[config.mk]
export PLATFORM = sky130hd
export DESIGN_NAME = fp32_div_flat
export DESIGN_NICKNAME = d
export VERILOG_FILES = /design/src/rtl/fp32_pkg.sv /design/src/rtl/fp32_div_if.sv /design/src/rtl/fp32_lzc24.sv /design/src/rtl/fp32_div.sv /design/src/flat_wrapper.sv
export SDC_FILE = /design/constraint.sdc
export NUM_CORES = 1
export LEC_CHECK = 0
export BUFFER_PORTS_ARGS = -buffer_cell sky130_fd_sc_hd__buf_2
export CAP_MARGIN = 0
export CORE_UTILIZATION = 60
export DETAILED_ROUTE_END_ITERATION = 7
export PLACE_DENSITY_LB_ADDON = 0.1
export SETUP_SLACK_MARGIN = 0.3
export SLEW_MARGIN = 20
export SYNTH_ARGS = -nofsm -noshare
export SYNTH_HDL_FRONTEND = slang
export SYNTH_HIERARCHICAL = 1
export SYNTH_SLANG_ARGS = --single-unit
[constraint.sdc]
create_clock -name clk -period 8.8 [get_ports clk]
set_input_delay 1.76 -clock clk [delete_from_list [all_inputs] [get_ports clk]]
set_output_delay 1.76 -clock clk [all_outputs]
set_load 0.005 [all_outputs]
[src/rtl/fp32_pkg.sv]
// Shared FP32 definitions for the matrix datapath arithmetic blocks.
// Holds the format constants, the field view of an FP32 word, the
// divider state type and small unpack helpers used by fp32_div.
package fp32_pkg;

    localparam int FP32_EXP_BIAS = 127;
    localparam int FP32_EXP_W    = 8;
    localparam int FP32_FRAC_W   = 23;
    localparam int FP32_MANT_W   = 24;
    localparam int DIV_Q_W       = 26;

    typedef struct packed {
        logic                   sign;
        logic [FP32_EXP_W-1:0]  exp;
        logic [FP32_FRAC_W-1:0] frac;
    } fp32_t;

    typedef enum logic [1:0] {
        IDLE,
        CALC,
        DONE
    } div_state_e;

    // Mantissa with the hidden bit; denormals carry a hidden bit of 0.
    function automatic logic [FP32_MANT_W-1:0] unpackMant(input fp32_t x);
        return {(x.exp != '0), x.frac};
    endfunction

    // Denormals behave as exponent 1; result is widened to 10 bits.
    function automatic logic [9:0] unpackExp(input fp32_t x);
        return (x.exp == '0) ? 10'd1 : {2'b00, x.exp};
    endfunction

    // Zero means both exponent and fraction are clear, sign ignored.
    function automatic logic isZero(input fp32_t x);
        return (x.exp == '0) && (x.frac == '0);
    endfunction

endpackage

[src/rtl/fp32_div_if.sv]
// Operand/result handshake bundle for fp32_div.
// The master side supplies operands and consumes results; the slave
// side is the divider itself.
interface fp32_div_if;

    logic        in_valid;
    logic        in_ready;
    logic [31:0] a;
    logic [31:0] b;
    logic        out_valid;
    logic        out_ready;
    logic [31:0] y;
    logic        overflow;

    modport master (
        output in_valid,
        output a,
        output b,
        output out_ready,
        input  in_ready,
        input  out_valid,
        input  y,
        input  overflow
    );

    modport slave (
        input  in_valid,
        input  a,
        input  b,
        input  out_ready,
        output in_ready,
        output out_valid,
        output y,
        output overflow
    );

endinterface

[src/rtl/fp32_lzc24.sv]
// Combinational 24-bit leading-zero counter.
// An all-zero input reports 24, so a left shift by the count clears it.
module fp32_lzc24 (
    input  logic [23:0] value_i,
    output logic [4:0]  count_o
);

    // Scan upward so the highest set bit writes the count last and wins.
    always_comb begin
        count_o = 5'd24;
        for (int i = 0; i < 24; i++) begin
            if (value_i[i]) begin
                count_o = 5'(23 - i);
            end
        end
    end

endmodule

[src/rtl/fp32_div.sv]
// Iterative truncating FP32 divider, one quotient bit per cycle.
// Operands are unpacked and pre-normalized when accepted, a restoring
// divide runs for DIV_Q_W cycles, and the result is normalized,
// truncated and range-checked on the final step before being held
// in DONE until the consumer takes it.
module fp32_div
    import fp32_pkg::*;
(
    input  logic       clk,
    input  logic       rst_n,
    fp32_div_if.slave  bus
);

    div_state_e state_q, state_d;

    logic [4:0]             cnt_q;
    logic [FP32_MANT_W:0]   rem_q;
    logic [FP32_MANT_W-1:0] mb_q;
    logic [DIV_Q_W-1:0]     quo_q;
    logic signed [9:0]      exp_q;
    logic                   sign_q;
    logic                   aZero_q;
    logic                   bZero_q;
    logic [31:0]            y_q;
    logic                   ovf_q;

    fp32_t opA;
    fp32_t opB;
    logic [FP32_MANT_W-1:0] maRaw;
    logic [FP32_MANT_W-1:0] mbRaw;
    logic [FP32_MANT_W-1:0] maNorm;
    logic [FP32_MANT_W-1:0] mbNorm;
    logic [4:0]             zA;
    logic [4:0]             zB;
    logic signed [9:0]      eaEff;
    logic signed [9:0]      ebEff;
    logic signed [9:0]      expCalc;

    logic                   accept;
    logic                   lastStep;
    logic                   remGe;
    logic [FP32_MANT_W:0]   remAfter;
    logic [FP32_MANT_W:0]   remNext;
    logic [DIV_Q_W-1:0]     quoNext;
    logic [FP32_FRAC_W-1:0] fracFin;
    logic signed [9:0]      expFin;
    logic [31:0]            resY;
    logic                   resOvf;

    assign opA      = bus.a;
    assign opB      = bus.b;
    assign maRaw    = unpackMant(opA);
    assign mbRaw    = unpackMant(opB);
    assign accept   = (state_q == IDLE) && bus.in_valid;
    assign lastStep = (cnt_q == 5'(DIV_Q_W - 1));

    fp32_lzc24 u_lzcA (
        .value_i (maRaw),
        .count_o (zA)
    );

    fp32_lzc24 u_lzcB (
        .value_i (mbRaw),
        .count_o (zB)
    );

    // Pre-normalize both mantissas to have bit 23 set and form the biased
    // quotient exponent; zero operands shift to zero and are overridden later.
    always_comb begin
        maNorm  = maRaw << zA;
        mbNorm  = mbRaw << zB;
        eaEff   = signed'(unpackExp(opA) - {5'b0, zA});
        ebEff   = signed'(unpackExp(opB) - {5'b0, zB});
        expCalc = eaEff - ebEff + 10'sd127;
    end

    // One restoring step: subtract when the divisor fits, record the bit,
    // then shift the partial remainder up for the next step.
    always_comb begin
        remGe    = (rem_q >= {1'b0, mb_q});
        remAfter = remGe ? (rem_q - {1'b0, mb_q}) : rem_q;
        remNext  = remAfter << 1;
        quoNext  = {quo_q[DIV_Q_W-2:0], remGe};
    end

    // Normalize the full quotient (it lies in [2^24, 2^26)), truncate, and
    // pick the packed result by zero-operand and exponent-range priority.
    always_comb begin
        if (quoNext[DIV_Q_W-1]) begin
            fracFin = quoNext[DIV_Q_W-2:2];
            expFin  = exp_q;
        end else begin
            fracFin = quoNext[DIV_Q_W-3:1];
            expFin  = exp_q - 10'sd1;
        end
        if (bZero_q) begin
            resY   = {sign_q, 8'hFF, 23'h0};
            resOvf = 1'b1;
        end else if (aZero_q) begin
            resY   = {sign_q, 31'h0};
            resOvf = 1'b0;
        end else if (expFin >= 10'sd255) begin
            resY   = {sign_q, 8'hFF, 23'h0};
            resOvf = 1'b1;
        end else if (expFin <= 10'sd0) begin
            resY   = {sign_q, 31'h0};
            resOvf = 1'b1;
        end else begin
            resY   = {sign_q, expFin[7:0], fracFin};
            resOvf = 1'b0;
        end
    end

    // State register; reset abandons any operation in flight.
    always_ff @(posedge clk or negedge rst_n) begin
        if (!rst_n) begin
            state_q <= IDLE;
        end else begin
            state_q <= state_d;
        end
    end

    // Next-state logic: accept in IDLE, count steps in CALC, wait in DONE.
    always_comb begin
        state_d = state_q;
        case (state_q)
            IDLE:    if (bus.in_valid)  state_d = CALC;
            CALC:    if (lastStep)      state_d = DONE;
            DONE:    if (bus.out_ready) state_d = IDLE;
            default: state_d = IDLE;
        endcase
    end

    // Handshake outputs decoded from the current state; result comes from registers.
    always_comb begin
        bus.in_ready  = (state_q == IDLE);
        bus.out_valid = (state_q == DONE);
        bus.y         = y_q;
        bus.overflow  = ovf_q;
    end

    // Datapath registers: load operands on accept, iterate in CALC and
    // capture the packed result on the final step.
    always_ff @(posedge clk or negedge rst_n) begin
        if (!rst_n) begin
            cnt_q   <= '0;
            rem_q   <= '0;
            mb_q    <= '0;
            quo_q   <= '0;
            exp_q   <= '0;
            sign_q  <= 1'b0;
            aZero_q <= 1'b0;
            bZero_q <= 1'b0;
            y_q     <= '0;
            ovf_q   <= 1'b0;
        end else if (accept) begin
            cnt_q   <= '0;
            rem_q   <= {1'b0, maNorm};
            mb_q    <= mbNorm;
            quo_q   <= '0;
            exp_q   <= expCalc;
            sign_q  <= opA.sign ^ opB.sign;
            aZero_q <= isZero(opA);
            bZero_q <= isZero(opB);
        end else if (state_q == CALC) begin
            rem_q <= remNext;
            quo_q <= quoNext;
            if (lastStep) begin
                cnt_q <= '0;
                y_q   <= resY;
                ovf_q <= resOvf;
            end else begin
                cnt_q <= cnt_q + 5'd1;
            end
        end
    end

endmodule

[src/flat_wrapper.sv]
// flat-port wrapper written by rule: the top's interface ports become plain ports
module fp32_div_flat import fp32_pkg::*;
  (clk, rst_n, bus_in_valid, bus_a, bus_b, bus_out_ready, bus_in_ready, bus_out_valid, bus_y, bus_overflow);
  fp32_div_if bus_i ();
  input  logic clk;
  input  logic rst_n;
  input wire logic [$bits(bus_i.in_valid)-1:0] bus_in_valid;
  input wire logic [$bits(bus_i.a)-1:0] bus_a;
  input wire logic [$bits(bus_i.b)-1:0] bus_b;
  input wire logic [$bits(bus_i.out_ready)-1:0] bus_out_ready;
  output wire logic [$bits(bus_i.in_ready)-1:0] bus_in_ready;
  output wire logic [$bits(bus_i.out_valid)-1:0] bus_out_valid;
  output wire logic [$bits(bus_i.y)-1:0] bus_y;
  output wire logic [$bits(bus_i.overflow)-1:0] bus_overflow;
  assign bus_i.in_valid = bus_in_valid;
  assign bus_i.a = bus_a;
  assign bus_i.b = bus_b;
  assign bus_i.out_ready = bus_out_ready;
  assign bus_in_ready = bus_i.in_ready;
  assign bus_out_valid = bus_i.out_valid;
  assign bus_y = bus_i.y;
  assign bus_overflow = bus_i.overflow;
  fp32_div u_core (.clk(clk), .rst_n(rst_n), .bus(bus_i));
endmodule
==> results of run 1 <==
[worst register-to-register path, stage by stage (launching register included)]
cell	delay, ns
dfrtp_1	0.39
ha_1	0.38
and3_1	0.21
a221o_1	0.38
a22oi_1	0.63
a211o_1	0.32
and2_1	0.65
buf_4	0.38
a311oi_1	0.09
a311o_1	0.29
[state kept, by name, indices dropped and copies added (netlist names)]
register             flops
u_core/cnt_q             5
u_core/state_q           2
u_core/rem_q            25
u_core/quo_q            25
u_core/bus.y            32
u_core/aZero_q           1
u_core/exp_q            10
u_core/sign_q            1
u_core/mb_q             24
u_core/bZero_q           1
u_core/bus.overflow      1
[power by group]
part	switching, W	internal, W
Clock	0.000270	0.000397
Sequential	0.000193	0.000840
Combinational	0.00115	0.000849
[final cells by class]
| type | count | area share |
|---|---|---|
| clock inverters | 12 | 0.009499 |
| inverters | 66 | 0.02113 |
| repair buffers | 118 | 0.05401 |
| flip-flops and latches | 127 | 0.2711 |
| multi-input cells | 1016 | 0.5821 |
| well taps | 225 | 0.02402 |
| clock buffers | 20 | 0.03810 |
[metrics by stage]
step	power, W	area [sq um]	instances	utilization
global placement	0.002944	11160	1552	0.6477
CTS	0.003683	11720	1584	0.6801
detailed placement	0.002999	11160	1552	0.6477
global route	0.004002	11720	1584	0.6801
floorplan	0.002550	10570	1284	-
finish	0.003695	11720	1584	0.6801
[worst max path at each step]
stage,start,end,slack (ns),cells past startpoint
finish,bus_b[30],u_core/exp_q[9],2.58,23
global route,bus_b[30],u_core/exp_q[9],2.15,23
CTS,bus_b[30],u_core/exp_q[9],2.62,23
detailed placement,bus_b[30],u_core/exp_q[9],2.20,23
global placement,bus_b[30],u_core/exp_q[9],2.27,23
floorplan,bus_b[24],u_core/exp_q[9],2.95,22
[placed cells by master (no fill, tap or decap), types with 12 or more instances in the layout]
| master | count |
|---|---|
| inv_1 | 60 |
| o21ai_0 | 106 |
| nor2b_1 | 21 |
| nand3_1 | 31 |
| ha_1 | 54 |
| o21bai_1 | 14 |
| clkbuf_16 | 17 |
| mux2i_1 | 96 |
| xnor2_1 | 29 |
| nor3_1 | 28 |
| a21o_1 | 15 |
| o21ai_2 | 21 |
| a211oi_1 | 20 |
| buf_4 | 17 |
| a21oi_1 | 84 |
| nand2b_1 | 12 |
| xor2_1 | 17 |
| dfrtp_1 | 127 |
| a31oi_1 | 12 |
| nor4_1 | 29 |
| o22ai_1 | 15 |
| nor2_1 | 84 |
| buf_2 | 101 |
| nand2_1 | 175 |
[per-layer routing]
layer	part of all wire	wire length (um)	up-vias	GRT usage
met3	0.066	1792	44	0.04767
met1	0.46	12560	4538	0.4333
met5	0	0	-	0
li1	-	-	4814	-
met4	0.019	523	0	0.1024
met2	0.45	12160	412	0.4860
[kinds of logic (layout without fill, tap and decap cells)]
group | count (synthesis) | in the layout | synth area share
buffers and inverters | 141 | 216 | 0.05551
flip-flops | 127 | 127 | 0.3006
XOR/XNOR | 47 | 47 | 0.03965
AND/OR/NAND/NOR | 425 | 425 | 0.1876
AO/OA/AOI/OAI | 372 | 372 | 0.2255
multiplexers | 114 | 114 | 0.1197
adder cells (fa/ha/maj) | 58 | 58 | 0.07149
==> flow_summary.ini, run 1 <==
[synth]
synth_common_cells = nand2_1, dfrtp_1, o21ai_0, mux2i_1, nor2_1
synth_cells = 1284
synth_cell_types = 72
ys_warn_count = 6
syn_avg_cell_area_sq_um = 8.233
yosys.area.top_type = dfrtp_1
synth_nets = 1410
yosysMostFrequentCell = nand2_1
synth_edf_count = 0
ys_ff_latch = 127
synthesis.area_sq_um = 10570
yosysTopAreaCellShare = 0.3006
async_flop_share = 1.000
synth.area.top_cells = dfrtp_1, mux2i_1, ha_1
synth.yosys.seq_area_share = 0.3006
yosys_most_used_dff = dfrtp_1

[sta]
hold_violations = 0
max_freq_mhz = 160.8
fin_crit_sh = 0.7068
drv_slew = 0
relSlewSlack = 0.3206
finalCriticalPeriod_ns = 6.219
setup_slack_ns = 2.581
rsz0062_at_grt = no
hold_ws_ns = 0.4600
setup_viol = 0
fin_setup_tns_ns = 0
clock_skew_ns = 0.007839
worst_slew_pin_slew_ns = 1.018

[hold_path]
hold_depth = 2
hp-class = flip-flop to flip-flop
hp-start = u_core/bus.y[29]
hold_end = u_core/bus.y[29]

[detailed_routing]
route.detailed.drc = 1
vias = 9808
first_pass_iters = 7
drt-total-wl_um = 27040
viasPerCell = 6.192
drtAntennaViolNets = 0
avgRoutedWirePerCell_um = 17.07
drt_iter0_drc = 707

[cells_and_area]
diodes = 0
fillers = 1446
area_growth_pct = 10.89
regArea_sq_um = 3178
final_nets = 1472
multi_input_area_sq_um = 6824
drive_gt1_frac = 0.1575

[critical_path]
cp_data_required_time_ns = 9.09
reg2regPathDepth = 9
path_cells = buf_2, nor4_1, nand2_1, nor2_1, o21ai_0, a31oi_1, buf_4, clkinv_1, ha_1, nor2b_1, o21ai_0, a21oi_1, nand2b_1, ha_1, ha_1, a21o_1, a21oi_1, o21bai_1, a21oi_1, o21bai_1, a21oi_1, xnor2_1, o21ai_0
path_class = input port to flip-flop
ff2ff_setup_slack_ns = 4.96
arrival_ns = 6.51
r2r-end = u_core/rem_q[21]
cp-end-kind = flip-flop
path_common_cell = a21oi_1
crit_fanout = 21
crit_buf_inv = 3
startpoint_type = input port
worstReg2RegStart = u_core/rem_q[4]
critPathMaxStageDelay_ns = 0.52
slowest_stage = clkinv_1
critPathTopFamily = compound AO/OA/AOI/OAI gates

[cts]
hold_buffers = 0
cts_buffers = 17
clock_sinks = 127
clkLatencyLatePin_ns = 0.43
cts_resized = 0
cts_tree = done
clk_pin_slew_ns = 0.06
root_buffer = clkbuf_16
ctsHtreeMaxLevel = 4
cts_max_path_buffers = 2
post_cts_buffers = 0

[global_routing]
grt_pass1_vias = 9022
grt_overflow = 0
antenna_found_initial = 0
grtUsageTotal = 0.3085
grt_pass1_wl_um = 44630
grt_max_degree = 74

[power_and_ir_drop]
leakage_nw = 5.208
p_per_area_nw_per_um2 = 315.2
vdd_ir_drop_max_mv = 0.2358

[floorplan]
fp-row-count = 48
ios = 103
die-area_sq_um = 18150
die_h_um = 134.7
die_x_um = 134.7
core_area_sq_um = 17240
start_util = 0.6133

[job]
cap_violations = 0

[placed_design]
gp_congestion = 0.9225
pre_cts_ws_ns = 2.198
hpwl_um = 19740
portBuffers = 102

[outcome]
violations = design-rule violations
outcome = finished, violations left
Note: power is estimated with default switching activity, not from simulation.
==> run 2, diff against run 1 <==
==> constraint.sdc (replaced) <==
create_clock -name clk -period 6 [get_ports clk]
set_input_delay 1.2 -clock clk [delete_from_list [all_inputs] [get_ports clk]]
set_output_delay 1.2 -clock clk [all_outputs]
set_load 0.005 [all_outputs]
==> run 2 against run 1 <==
Effect of this change: the run still ends with design-rule violations left; highest routed layer unchanged; cell area rose by 0.12%; critical endpoint unchanged; clock power rose by 43%; clock skew rose by 0.0062 ns; non-clock buffer count rose by 3; flip-flop and latch count did not move; cell count barely moved; largest power group unchanged; utilization rose by 0.080 points; via count rose by 0.40%; sequential power rose by 48%; wire length rose by 0.34%; worst hold slack barely moved.
==> flow_summary.ini, run 2 (synthesized netlist as in run 1, its figures left out) <==
[outcome]
outcome = finished, violations left
violations = design-rule violations

[detailed_routing]
route.detailed.drc = 1
drtAntennaViolNets = 0
first_pass_iters = 7
vias = 9847
drt_iter0_drc = 714
drt-total-wl_um = 27130
avgRoutedWirePerCell_um = 17.11
viasPerCell = 6.213

[floorplan]
ios = 103
die_h_um = 134.7
fp-row-count = 48
die-area_sq_um = 18150
start_util = 0.6133
core_area_sq_um = 17240
die_x_um = 134.7

[sta]
rsz0062_at_grt = no
drv_slew = 0
worst_slew_pin_slew_ns = 1.063
fin_setup_tns_ns = 0
hold_violations = 0
relSlewSlack = 0.2904
max_freq_mhz = 191.6
finalCriticalPeriod_ns = 5.219
fin_crit_sh = 0.8698
setup_viol = 0
hold_ws_ns = 0.4603
clock_skew_ns = 0.01407

[global_routing]
grt_pass1_wl_um = 44870
grtUsageTotal = 0.3109
antenna_found_initial = 0
grt_pass1_vias = 9064
grt_max_degree = 75
grt_overflow = 0

[cts]
cts_buffers = 17
clk_pin_slew_ns = 0.06
cts_tree = done
root_buffer = clkbuf_16
cts_resized = 0
post_cts_buffers = 0
clock_sinks = 127
clkLatencyLatePin_ns = 0.42
ctsHtreeMaxLevel = 4
cts_max_path_buffers = 2
hold_buffers = 0

[cells_and_area]
mostFrequentLayoutCells = nand2_1, dfrtp_1, o21ai_0, buf_2, mux2i_1
area_growth_pct = 11.02
final_nets = 1475
drive_gt1_frac = 0.1581
post-route-util = 0.6809
diodes = 0
largest_reg_flops = 32
layout_commonest_cell = nand2_1

[hold_path]
hp-class = flip-flop to flip-flop

[critical_path]
cp-end-kind = flip-flop
crit_end = u_core/exp_q[9]
crit_buf_inv = 2
cp.depth = 21
path_cells = buf_2, nor3_1, nand3_1, nor3_1, o21ai_0, a21o_1, o211ai_1, ha_1, inv_1, fa_1, ha_1, ha_1, fa_1, a21o_1, a21oi_1, o21bai_1, a21oi_1, o21bai_1, a21oi_1, xnor2_1, o21ai_0
path_class = input port to flip-flop
r2r-end = u_core/rem_q[2]
critPathTopFamily = adder cells
crit_start = bus_a[28]
crit_fanout = 6
reg2regPathDepth = 9
slowest_stage = fa_1
arrival_ns = 5.50
worstReg2RegStart = u_core/rem_q[4]
startpoint_type = input port
critPathMaxStageDelay_ns = 0.44
cp_data_required_time_ns = 6.28
ff2ff_setup_slack_ns = 2.56

[power_and_ir_drop]
vdd_ir_drop_max_mv = 0.3428
p_per_area_nw_per_um2 = 461.6
leakage_nw = 5.216
finalPower_w = 0.005417

[job]
cap_violations = 0

[placed_design]
gp_congestion = 0.9685
portBuffers = 102
hpwl_um = 19970
[run 2: cell count changes in the layout (fill, tap and decap cells not counted), sizes merged]
cell and change:
inv -3, clkbuf +1, buf +3
[run 2: worst min-delay path by stage]
stage,cells past startpoint,endpoint,start
finish,2,u_core/bus.y[29],u_core/bus.y[29]
global route,2,u_core/bus.y[16],u_core/bus.y[16]
CTS,2,u_core/bus.y[29],u_core/bus.y[29]
detailed placement,2,u_core/bus.y[29],u_core/bus.y[29]
global placement,2,u_core/bus.y[29],u_core/bus.y[29]
floorplan,2,u_core/bus.y[31],u_core/sign_q
[run 2: metrics by stage]
stage | setup WS (ns) | cells | area, sq um
5_1_grt | 0.3830 | 1585 | 11740
4_1_cts | 0.7847 | 1585 | 11740
2_1_floorplan | 0.7108 | 1284 | 10570
3_3_place_gp | 0.4748 | 1555 | 11190
6_report | 0.7810 | 1585 | 11740
3_5_place_dp | 0.3381 | 1555 | 11190
[run 2: final cells by class]
class	count	area, sq um
repair buffers	121	655.6
multi-input cells	1016	6824
clock buffers	21	460.4
inverters	66	247.7
flip-flops and latches	127	3178
fillers	1457	5500
clock inverters	9	88.84
well taps	225	281.5
[run 2: layer usage]
| metal | vias to the layer above | track usage | routed length [um] |
|---|---|---|---|
| met5 | - | 0 | 0 |
| met4 | 0 | 0.1192 | 845 |
| met3 | 57 | 0.04655 | 1660 |
| met2 | 363 | 0.4771 | 12180 |
| met1 | 4611 | 0.4422 | 12440 |
| li1 | 4816 | - | - |
[run 2: tightest hold or removal path, cell delays in order, from the launching register on]
cell and delay [ns]:
dfrtp_1 0.34, nand2_1 0.05, nand2_1 0.04
[run 2: power breakdown]
part           total, W  switching, W  internal (W)
logic           0.00295       0.00170       0.00125
registers       0.00152      0.000285       0.00123
clock network  0.000952      0.000366      0.000586
total           0.00542       0.00235       0.00307
